$ cat src/rtl/monitor_arb_pkg.sv
// Shared types and constants for the monitor-bus arbiter.
package monitor_arb_pkg;

  typedef enum logic {
    ARB_RR    = 1'b0,
    ARB_FIXED = 1'b1
  } arb_mode_e;

  typedef enum logic {
    OUT_EMPTY = 1'b0,
    OUT_FULL  = 1'b1
  } out_state_e;

  localparam int unsigned STAT_W = 16;

endpackage

$ cat src/rtl/monbus_rr_arbiter_if.sv
// Source-side and monitor-bus-side handshake bundle for monbus_rr_arbiter.
// slave is the arbiter's view; master is the view of the sources plus the downstream sink.
interface monbus_rr_arbiter_if #(
  parameter int unsigned NUM_SRC   = 4,
  parameter int unsigned PKT_WIDTH = 64,
  parameter int unsigned IDX_W     = $clog2(NUM_SRC)
);

  logic [NUM_SRC-1:0]   src_valid;
  logic [PKT_WIDTH-1:0] src_packet [NUM_SRC];
  logic [NUM_SRC-1:0]   src_ready;
  logic                 monbus_valid;
  logic                 monbus_ready;
  logic [PKT_WIDTH-1:0] monbus_packet;
  logic [IDX_W-1:0]     monbus_src;

  modport master (
    output src_valid, src_packet, monbus_ready,
    input  src_ready, monbus_valid, monbus_packet, monbus_src
  );

  modport slave (
    input  src_valid, src_packet, monbus_ready,
    output src_ready, monbus_valid, monbus_packet, monbus_src
  );

endinterface

$ cat src/rtl/monbus_rr_pick.sv
// Combinational picker: rotating priority starting after ptr, or fixed lowest-index priority.
module monbus_rr_pick
  import monitor_arb_pkg::*;
#(
  parameter int unsigned NUM_SRC = 4,
  parameter int unsigned IDX_W   = $clog2(NUM_SRC)
) (
  input  logic [NUM_SRC-1:0] req,
  input  logic [IDX_W-1:0]   ptr,
  input  arb_mode_e          mode,
  output logic [IDX_W-1:0]   gnt_idx,
  output logic               gnt_valid
);

  function automatic logic [IDX_W-1:0] wrap_idx(logic [IDX_W-1:0] base, int unsigned off);
    int unsigned sum;
    sum = (32'(base) + off) % NUM_SRC;
    return IDX_W'(sum);
  endfunction

  always_comb begin
    gnt_idx   = '0;
    gnt_valid = |req;
    if (mode == ARB_FIXED) begin
      for (int i = NUM_SRC - 1; i >= 0; i--) begin
        if (req[IDX_W'(i)]) gnt_idx = IDX_W'(i);
      end
    end else begin
      // Scan farthest offset first so the nearest requester after ptr is assigned last.
      for (int unsigned off = NUM_SRC; off >= 1; off--) begin
        if (req[wrap_idx(ptr, off)]) gnt_idx = wrap_idx(ptr, off);
      end
    end
  end

endmodule

$ cat src/rtl/monbus_rr_arbiter.sv
// Monitor-bus arbiter: picks one source per cycle into a single registered output stage.
// Define MONBUS_ARB_STATS_EN to build per-source packet and backpressure stall counters.
module monbus_rr_arbiter
  import monitor_arb_pkg::*;
#(
  parameter int unsigned NUM_SRC   = 4,
  parameter int unsigned PKT_WIDTH = 64,
  parameter int unsigned IDX_W     = $clog2(NUM_SRC)
) (
  input  logic                aclk,
  input  logic                areset,
  monbus_rr_arbiter_if.slave  bus,
  input  logic [NUM_SRC-1:0]  cfg_src_mask,
  input  logic                cfg_arb_mode,
  output logic                busy
`ifdef MONBUS_ARB_STATS_EN
  ,
  output logic [STAT_W-1:0]   stat_pkt_count [NUM_SRC],
  output logic [STAT_W-1:0]   stat_stall_cycles,
  input  logic                cfg_stat_clear
`endif
);

  out_state_e           state_q, state_d;
  logic [PKT_WIDTH-1:0] pkt_q, pkt_d;
  logic [IDX_W-1:0]     src_q, src_d;
  logic [IDX_W-1:0]     rr_ptr_q, rr_ptr_d;
  logic [NUM_SRC-1:0]   req;
  logic [IDX_W-1:0]     gnt_idx;
  logic                 gnt_valid;
  logic                 load_ok;
  logic                 load;
  arb_mode_e            mode;

  assign mode    = arb_mode_e'(cfg_arb_mode);
  assign req     = bus.src_valid & cfg_src_mask;
  assign load_ok = (state_q == OUT_EMPTY) || bus.monbus_ready;
  // No acceptance while reset is held, so a reset never swallows a source packet.
  assign load    = load_ok && gnt_valid && !areset;

  monbus_rr_pick #(
    .NUM_SRC (NUM_SRC),
    .IDX_W   (IDX_W)
  ) u_pick (
    .req       (req),
    .ptr       (rr_ptr_q),
    .mode      (mode),
    .gnt_idx   (gnt_idx),
    .gnt_valid (gnt_valid)
  );

  always_comb begin
    state_d       = state_q;
    pkt_d         = pkt_q;
    src_d         = src_q;
    rr_ptr_d      = rr_ptr_q;
    bus.src_ready = '0;
    if (load) begin
      bus.src_ready[gnt_idx] = 1'b1;
      state_d                = OUT_FULL;
      pkt_d                  = bus.src_packet[gnt_idx];
      src_d                  = gnt_idx;
      if (mode == ARB_RR) rr_ptr_d = gnt_idx;
    end else if ((state_q == OUT_FULL) && bus.monbus_ready) begin
      state_d = OUT_EMPTY;
    end
  end

  always_ff @(posedge aclk) begin
    if (areset) begin
      state_q  <= OUT_EMPTY;
      pkt_q    <= '0;
      src_q    <= '0;
      rr_ptr_q <= IDX_W'(NUM_SRC - 1);
    end else begin
      state_q  <= state_d;
      pkt_q    <= pkt_d;
      src_q    <= src_d;
      rr_ptr_q <= rr_ptr_d;
    end
  end

  assign bus.monbus_valid  = (state_q == OUT_FULL);
  assign bus.monbus_packet = pkt_q;
  assign bus.monbus_src    = src_q;
  assign busy              = (state_q == OUT_FULL);

`ifdef MONBUS_ARB_STATS_EN
  logic [STAT_W-1:0]  pkt_cnt_q [NUM_SRC];
  logic [STAT_W-1:0]  stall_q;
  logic [NUM_SRC-1:0] src_hs;

  assign src_hs = bus.src_valid & bus.src_ready;

  // Counters saturate; clear wins over a same-cycle increment.
  always_ff @(posedge aclk) begin
    if (areset || cfg_stat_clear) begin
      for (int unsigned i = 0; i < NUM_SRC; i++) pkt_cnt_q[IDX_W'(i)] <= '0;
      stall_q <= '0;
    end else begin
      for (int unsigned i = 0; i < NUM_SRC; i++) begin
        if (src_hs[IDX_W'(i)] && (pkt_cnt_q[IDX_W'(i)] != '1)) begin
          pkt_cnt_q[IDX_W'(i)] <= pkt_cnt_q[IDX_W'(i)] + 1'b1;
        end
      end
      if (bus.monbus_valid && !bus.monbus_ready && (stall_q != '1)) begin
        stall_q <= stall_q + 1'b1;
      end
    end
  end

  assign stat_pkt_count    = pkt_cnt_q;
  assign stat_stall_cycles = stall_q;
`endif

endmodule

$ cat src/flat_wrapper.sv
// flat-port wrapper written by rule: the top's interface ports become plain ports
module monbus_rr_arbiter_flat import monitor_arb_pkg::*;
#(
  parameter int unsigned NUM_SRC   = 4,
  parameter int unsigned PKT_WIDTH = 64,
  parameter int unsigned IDX_W     = $clog2(NUM_SRC)
)
  (aclk, areset, cfg_src_mask, cfg_arb_mode, busy, bus_src_valid, bus_src_packet, bus_monbus_ready, bus_src_ready, bus_monbus_valid, bus_monbus_packet, bus_monbus_src);
  monbus_rr_arbiter_if #(.NUM_SRC(NUM_SRC), .PKT_WIDTH(PKT_WIDTH), .IDX_W(IDX_W)) bus_i ();
  input  logic aclk;
  input  logic areset;
  input  logic [NUM_SRC-1:0] cfg_src_mask;
  input  logic cfg_arb_mode;
  output logic busy;
  input wire logic [$bits(bus_i.src_valid)-1:0] bus_src_valid;
  input wire logic [$bits(bus_i.src_packet)-1:0] bus_src_packet;
  input wire logic [$bits(bus_i.monbus_ready)-1:0] bus_monbus_ready;
  output wire logic [$bits(bus_i.src_ready)-1:0] bus_src_ready;
  output wire logic [$bits(bus_i.monbus_valid)-1:0] bus_monbus_valid;
  output wire logic [$bits(bus_i.monbus_packet)-1:0] bus_monbus_packet;
  output wire logic [$bits(bus_i.monbus_src)-1:0] bus_monbus_src;
  assign bus_i.src_valid = bus_src_valid;
  assign bus_i.src_packet = {>>{bus_src_packet}};
  assign bus_i.monbus_ready = bus_monbus_ready;
  assign bus_src_ready = bus_i.src_ready;
  assign bus_monbus_valid = bus_i.monbus_valid;
  assign bus_monbus_packet = bus_i.monbus_packet;
  assign bus_monbus_src = bus_i.monbus_src;
  monbus_rr_arbiter #(.NUM_SRC(NUM_SRC), .PKT_WIDTH(PKT_WIDTH), .IDX_W(IDX_W)) u_core (.aclk(aclk), .areset(areset), .bus(bus_i), .cfg_src_mask(cfg_src_mask), .cfg_arb_mode(cfg_arb_mode), .busy(busy));
endmodule
$ cat config.mk
export PLATFORM = sky130hd
export DESIGN_NAME = monbus_rr_arbiter_flat
export DESIGN_NICKNAME = d
export VERILOG_FILES = /design/src/rtl/monitor_arb_pkg.sv /design/src/rtl/monbus_rr_arbiter_if.sv /design/src/rtl/monbus_rr_pick.sv /design/src/rtl/monbus_rr_arbiter.sv /design/src/flat_wrapper.sv
export SDC_FILE = /design/constraint.sdc
export NUM_CORES = 1
export LEC_CHECK = 0
export CAP_MARGIN = 20
export CELL_PAD_IN_SITES_DETAIL_PLACEMENT = 0
export CELL_PAD_IN_SITES_GLOBAL_PLACEMENT = 1
export CORE_MARGIN = 2
export CORE_UTILIZATION = 28
export CTS_BUF_LIST = sky130_fd_sc_hd__clkbuf_2 sky130_fd_sc_hd__clkbuf_4 sky130_fd_sc_hd__clkbuf_8
export DETAILED_ROUTE_END_ITERATION = 10
export PLACE_DENSITY = 0.95
export SLEW_MARGIN = 10
export SYNTH_ARGS = -nofsm -noshare
export SYNTH_HDL_FRONTEND = slang
export SYNTH_SLANG_ARGS = --single-unit
$ cat constraint.sdc
create_clock -name aclk -period 3.9 [get_ports aclk]
set_clock_uncertainty 0.15 [all_clocks]
set_input_delay 0.39 -clock aclk [delete_from_list [all_inputs] [get_ports aclk]]
set_output_delay 0.39 -clock aclk [all_outputs]
set_load 0.1 [all_outputs]
==> summary.md, run 1 <==
| Metric | Value |
|---|---|
| Final Core Density | `0.4999` |
| CTS Sinks | `69` |
| Vias in the first global route | `4908` |
| Post-synth top area share | `0.2803` |
| Die area | `0.01867 mm^2` |
| Initial DRC count | `108` |
| Seq pwr share | `0.274` |
| # resized after CTS | `0` |
| Ant diodes | `0` |
| Max clock buf depth | `2` |
| Multi-input gate area | `0.003197 mm^2` |
| Mapped Nets | `760` |
| Wl on met1 | `6616 um` |
| P_sw | `0.001393 W` |
| Via count | `4908` |
| GRT overflow | `0` |
| Final period utilization | `0.7903` |
| Net Sw Frac | `0.4459` |
| Tightest Pin Transition | `1.032 ns` |
| Share of cells above drive strength 1 | `0.1453` |
| Tot Pwr | `0.003125 W` |
| Die X | `136.7 um` |
| Die Y | `136.7 um` |
| Largest net degree at the start of global routing | `71` |
| Synth Area in Compound Gates | `0.1031` |
| Power per cell area | `362.7 mW/mm^2` |
| Worst path cell trace | `clkdlybuf4s50_1 -> nand2_1 -> o41ai_1 -> a211oi_2 -> o21ai_4 -> inv_2 -> nor3_1 -> buf_12` |
| Worst min path class | `flip-flop to flip-flop` |
| Antenna-violating nets left | `0` |
| Min-delay src | `u_core.bus.monbus_packet[36]` |
| Register area | `0.001381 mm^2` |
| CP max-delay cell | `clkdlybuf4s50_1` |
| Number of vias per cell | `4.733` |
| Fill cells | `1632` |
| Wire length on met2 | `8508 um` |
| Setup repair bufs after CTS | `0` |
| Pleak | `3.015 nW` |
| Crit-path max FO | `9` |
| Final Max Tran Viols | `0` |
| Outcome | `complete, no violations` |
| First-pass GRT wire length | `25700 um` |
| Sequential-to-total area share from yosys stat | `0.2803` |
| Metal3 WL | `2009 um` |
| Routed len/inst | `16.70 um` |
| Kind of critical path | `input port to output port` |
| Fin. Hold Viols | `0` |
| CTS Root Cell | `clkbuf_8` |
| Area of the core | `0.01724 mm^2` |
| Combinational Power Share | `0.552` |
| Post-synthesis simple-gate area fraction | `0.1338` |
| H-tree levels | `3` |
| Critical Path RT | `3.36 ns` |
| Min-Delay Path Depth | `2` |
| Final TNS setup | `0 ns` |
| Post-synth top area cell | `dfxtp_1` |
| Final nets | `1077` |
| Register bit total from synthesis | `69` |
| Critical Path End Type | `output port` |
| Clock network fraction of total power | `0.174` |
| RSZ-0062 raised after global routing | `false` |
| CTS Buf Count | `9` |
| FF-to-FF Start | `u_core.rr_ptr_q[0]` |
| Hold-fix buffers, CTS | `0` |
| Worst R2R Path Depth | `9` |
| Post-synthesis xor/xnor area fraction | `0` |
| Io pins | `340` |
| Initial Util | `0.2859` |
| Post-synthesis instance total | `492` |
| Largest family of logic cells by synthesized area | `multiplexers` |
| Final wirelength | `17320 um` |
| Max Freq | `0.3244 GHz` |
| Top layer in use | `met4` |
| Count of cell types in the netlist | `35` |
| Synth area leaders | `dfxtp_1, mux2i_1, mux2_2` |
| Detailed Place HPWL | `13500 um` |
| Global placer's final weighted congestion | `0.8019` |
| Internal Power | `0.001732 W` |
| Slew margin rel. | `0.3100` |
| CTS tree | `done` |
| Syn avg cell area | `10.01 um^2` |
| Area grow syn2layout | `74.86%` |
| Fin crit period | `3.082 ns` |
| CP peak stage delay | `0.46 ns` |
| VDD IR-drop max | `0.2122 mV` |
| Initial antenna violation count | `0` |
| Worst setup path start | `cfg_src_mask[2]` |
| Placement Setup Slack | `0.8142 ns` |
| TritonRoute pass-1 iters | `4` |
| Worst-path clk slew | `0.08 ns` |
| Max-cap violations | `0` |
| Mux share of post-synthesis cell area | `0.4063` |
| Port Buffers | `339` |
| Setup-failing EPs final | `0` |
| GRT Resource Usage Total | `0.1775` |
| CP Data Arrival Time | `2.54 ns` |
| Worst Slack Setup Final | `0.8178 ns` |
| Post-route DRC violation count | `0` |
| Type of origin of the critical path | `input port` |
| Ys Warns | `0` |
| Syn Std Cell Area | `0.004927 mm^2` |
| Insertion delay of the later-clocked pin in the worst-skew pair | `0.35 ns` |
| Std-Cell Rows | `48` |
| Adder-Cell Fraction of Synth Area | `0` |
## cells by family (layout without fill, tap and decap cells)
kind of cell,count (synthesis),after routing
multiplexers,192,192
buffers and inverters,48,368
AO/OA/AOI/OAI,84,84
AND/OR/NAND/NOR,99,99
flip-flops,69,69
## cell type report
type                       instances  area share
sequential                        69      0.1603
clock buffer                      12     0.01844
timing repair buffer             353      0.4159
tap                              225     0.03268
multi-input combinational        375      0.3710
inverter                           1   0.0004357
clock inverter                     2    0.001162
## final timing paths
kind | to | slack (ns)
min reg2reg | u_core.bus.monbus_packet[36] | 0.33
max reg2reg | u_core.bus.monbus_packet[38] | 1.19
min | u_core.bus.monbus_packet[36] | 0.33
max | bus_src_ready[1] | 0.82
## synthesized netlist by cell type
| master | number |
|---|---|
| o21ai_2 | 14 |
| clkbuf_4 | 5 |
| a21bo_2 | 1 |
| buf_12 | 8 |
| nand2_1 | 8 |
| buf_8 | 1 |
| a21oi_1 | 5 |
| inv_2 | 1 |
| clkbuf_1 | 20 |
| o31ai_1 | 2 |
| or3_1 | 1 |
| nor2b_1 | 1 |
| a21boi_0 | 1 |
| o21ai_0 | 2 |
| dfxtp_1 | 69 |
| buf_6 | 1 |
| nor2_1 | 8 |
| mux2i_1 | 128 |
| o221ai_1 | 1 |
| nor3_1 | 7 |
| and2_1 | 2 |
| a31oi_1 | 1 |
| o21ai_1 | 53 |
| buf_1 | 1 |
| nand3b_1 | 67 |
| mux2_2 | 64 |
| a211oi_1 | 1 |
| nand3_1 | 3 |
| nor2b_4 | 1 |
| buf_4 | 6 |
| a2111oi_0 | 1 |
| buf_2 | 5 |
| a211oi_2 | 1 |
| nor3b_1 | 1 |
| o41ai_1 | 1 |
## placed cells by master, fill, tap and decap left out, types with 2 or more instances in the layout
| cell | count |
|---|---|
| nor3_1 | 7 |
| o21ai_0 | 2 |
| clkinv_2 | 2 |
| clkbuf_8 | 11 |
| nand3b_1 | 67 |
| nor2_1 | 8 |
| nand2_1 | 8 |
| mux2i_1 | 128 |
| o21ai_1 | 52 |
| mux2_2 | 64 |
| buf_4 | 10 |
| dfxtp_1 | 69 |
| and2_1 | 2 |
| o31ai_1 | 2 |
| a21oi_1 | 4 |
| clkdlybuf4s50_1 | 334 |
| nand3_1 | 3 |
| buf_12 | 8 |
| o21ai_2 | 14 |
## state kept, by name, summed over array words and instances (netlist names)
signal and count:
u_core.bus.monbus_packet 64, u_core.bus.monbus_src 2, u_core.rr_ptr_q 2, u_core.bus.monbus_valid 1
## stage by stage
step / hold slack, ns / std cells / instance area [um^2]
6_report: 0.3263 / 1037 / 8616
5_1_grt: 0.3487 / 1037 / 8616
4_1_cts: 0.3299 / 1037 / 8616
3_5_place_dp: 0.3172 / 1023 / 8447
3_3_place_gp: 0.3123 / 1023 / 8447
2_1_floorplan: 0.3675 / 492 / 4927
## power groups by stage
stage                     Clock, W  Combinational (W)  Sequential (W)
after floorplan                  0           0.000514         0.00155
after detailed placement         0            0.00173        0.000871
after global placement           0            0.00173        0.000868
after CTS                 0.000572            0.00174        0.000857
final                     0.000545            0.00172        0.000856
after global routing      0.000602            0.00181        0.000869
## worst max-delay path: cells and delay by family
family / cells / cell delay, ns
buffers and inverters: 3 / 0.76
AO/OA/AOI/OAI: 3 / 0.88
AND/OR/NAND/NOR: 2 / 0.50
## per-layer routing
layer  track usage  vias up
li1              -     2449
met1        0.1956     2222
met2        0.3150      225
met3       0.07000       12
met4       0.04977        0
met5             0        -
Note: power is estimated with default switching activity, not from simulation.
==> run 2, diff against run 1 <==
- CORE_UTILIZATION: 28 -> 23
- PLACE_DENSITY: 0.95 -> 0.84
- clock period: 3.9 -> 2.5 ns (I/O delays scaled with it)
==> run 2 against run 1 <==
Compared with the run above: sequential share of layout area shrank 0.95 points; first-iteration DRC count up 31%; combinational power is 65% higher; clock-buffer cell count increased by 2; final area rose by 6.7%; wire length is 3.8% higher; global-route usage is 2.9 points lower; via count is 4.1% higher; highest routed layer is now met5; critical path depth did not move; sequential cell count unchanged; sequential power is 57% higher; critical path type is now flip-flop to output port; register-to-register slack worse by 1.1 ns.
==> summary.md, run 2 (synthesis results as in run 1) <==
| Metric | Value |
|---|---|
| CTS Sinks | `69 (unchanged)` |
| Fin crit period | `2.442 ns` |
| Tightest Pin Transition | `0.6059 ns (-0.4258 ns)` |
| GRT overflow | `0 (unchanged)` |
| Fin. Hold Viols | `0 (unchanged)` |
| Placed inst area | `0.008683 mm^2 (+2.8%)` |
| Outcome | `complete, no violations` |
| Commonest non-fill, non-tap cells in the layout | `clkdlybuf4s50_1, mux2i_1, buf_4` |
| Type of origin of the critical path | `flip-flop` |
| Vias in the first global route | `5128 (+4.5%)` |
| Final period utilization | `0.9770` |
| Max reg flops | `64 (unchanged)` |
| Die Y | `150.4 um (+10%)` |
| Max-cap violations | `0 (unchanged)` |
| Number of vias per cell | `4.519 (-4.5%)` |
| CP Data Arrival Time | `2.04 ns (-0.50 ns)` |
| Antenna-violating nets left | `0 (unchanged)` |
| GRT Resource Usage Total | `0.1485 (-0.02903)` |
| Final nets | `1118 (+3.8%)` |
| First-pass GRT wire length | `26140 um (+1.7%)` |
| Area of the core | `0.02102 mm^2 (+22%)` |
| H-tree levels | `3 (unchanged)` |
| Port Buffers | `339 (unchanged)` |
| Max clock buf depth | `2 (unchanged)` |
| Std-Cell Rows | `53 (+10%)` |
| Crit-path max FO | `11 (+2)` |
| Global placer's final weighted congestion | `0.8018 (about the same)` |
| Max Freq | `0.4094 GHz` |
| Worst-path clk slew | `0.07 ns (about the same)` |
| Slew margin rel. | `0.5961 (+0.2860)` |
| Post-route DRC violation count | `0 (unchanged)` |
| Critical Path RT | `2.10 ns (-1.26 ns)` |
| Initial antenna violation count | `2 (+2)` |
| Io pins | `340 (unchanged)` |
| TritonRoute pass-1 iters | `4 (unchanged)` |
| Worst min path class | `input port to flip-flop` |
| Initial Util | `0.2344 (-0.05147)` |
| Via count | `5107 (+4.1%)` |
| Share of cells above drive strength 1 | `0.2951 (+0.1498)` |
| CTS Root Cell | `clkbuf_8` |
| Tot Pwr | `0.005058 W (+62%)` |
| Kind of critical path | `flip-flop to output port` |
| RSZ-0062 raised after global routing | `true` |
| Commonest non-fill, non-tap cell in the layout | `clkdlybuf4s50_1` |
| Critical Path End Type | `output port` |
| Insertion delay of the later-clocked pin in the worst-skew pair | `0.34 ns (about the same)` |
| Die area | `0.02261 mm^2 (+21%)` |
| Setup-failing EPs final | `0 (unchanged)` |
| Final Max Tran Viols | `0 (unchanged)` |
| Power per cell area | `550.4 mW/mm^2 (+52%)` |
| Routed len/inst | `15.91 um (-4.7%)` |
| CTS tree | `done` |
| Pleak | `3.511 nW (+16%)` |
| Fill cells | `2055 (+26%)` |
| CTS Buf Count | `9 (unchanged)` |
| Largest net degree at the start of global routing | `71 (unchanged)` |
| VDD IR-drop max | `0.3351 mV (+58%)` |
| Final wirelength | `17980 um (+3.8%)` |
| Detailed Place HPWL | `14000 um (+3.7%)` |
| Final Cell Area | `0.009189 mm^2 (+6.7%)` |
| Area grow syn2layout | `86.49%` |
| Initial DRC count | `142 (+31%)` |
| Die X | `150.4 um (+10%)` |
## run 2: changes by cell type in the layout (fill, tap and decap cells not counted), sizes merged
| cell | previous run | this run |
|---|---|---|
| clkdlybuf4s50 | 334 | 258 |
| buf | 19 | 128 |
| diode | 0 | 1 |
| clkinv | 2 | 1 |
| clkbuf | 12 | 14 |
| dlymetal6s2s | 0 | 8 |
## run 2: worst paths after layout
| path | from | endpoint | slack [ns] | cells past startpoint |
|---|---|---|---|---|
| worst max-delay path | u_core.rr_ptr_q[0] | bus_src_ready[1] | 0.06 | 8 |
| worst min-delay path | areset | u_core.bus.monbus_packet[12] | 0.1 | 3 |
| worst min register to register | u_core.bus.monbus_packet[22] | u_core.bus.monbus_packet[22] | 0.33 | 2 |
| worst max register to register | u_core.rr_ptr_q[1] | u_core.bus.monbus_packet[29] | 0.11 | 11 |
## run 2: repair_timing
item	4_1_cts	5_1_grt
hold buffers	0	0
endpoints found under the setup margin	4	49
resized for setup	11	34
pin swaps	6	13
gates cloned	0	0
buffers inserted	6	11
## run 2: where the power goes
part	total, W	switching [W]	internal [W]
Clock	0.000887	0.000429	0.000458
Sequential	0.00134	0.0000882	0.00125
Combinational	0.00283	0.00172	0.00111
Total	0.00506	0.00224	0.00282
## run 2: worst max-delay path, stage by stage (launching register included)
cell and delay (ns):
dfxtp_1 0.32, buf_6 0.16, o41ai_4 0.33, a211oi_2 0.10, o21ai_4 0.22, buf_12 0.14, inv_6 0.03, nor3_4 0.20
buf_12 0.20
## run 2: per-layer routing
metal  GRT usage  share of wire  up-vias
met5           0        0.00067        -
met4     0.05802          0.023        2
met3     0.05424           0.12       27
met2      0.2591           0.47      265
met1      0.1636           0.38     2275
li1            -              -     2538
## run 2: area by class of cell
type / count / area [um^2] / share of cell area
antenna: 1 / 2.502 / 0.0002723
clock buffer: 14 / 180.2 / 0.01961
timing repair buffer: 394 / 3902 / 0.4247
clock inverter: 1 / 5.005 / 0.0005447
inverter: 1 / 8.758 / 0.0009532
tap: 275 / 344.1 / 0.03745
sequential: 69 / 1386 / 0.1509
multi-input combinational: 375 / 3359 / 0.3656
## run 2: stage by stage
step / util / TNS, ns / cells / hold WS (ns) / setup WS [ns]
2_1_floorplan: - / -0.5326 / 492 / 0.2275 / -0.1611
3_3_place_gp: 0.4131 / -9.492 / 1098 / 0.3114 / -0.1965
3_5_place_dp: 0.4131 / -7.712 / 1098 / 0.3149 / -0.1694
4_1_cts: 0.4260 / -0.005683 / 1119 / 0.05665 / -0.005683
5_1_grt: 0.4371 / -0.04752 / 1130 / 0.1099 / -0.04248
6_report: 0.4371 / 0 / 1130 / 0.09949 / 0.05755
==> run 3, diff against run 2 <==
- SLEW_MARGIN: 10 -> unset
==> results of run 3 <==
Same layout as run 2: the final DEF is identical, and so are final timing and power.
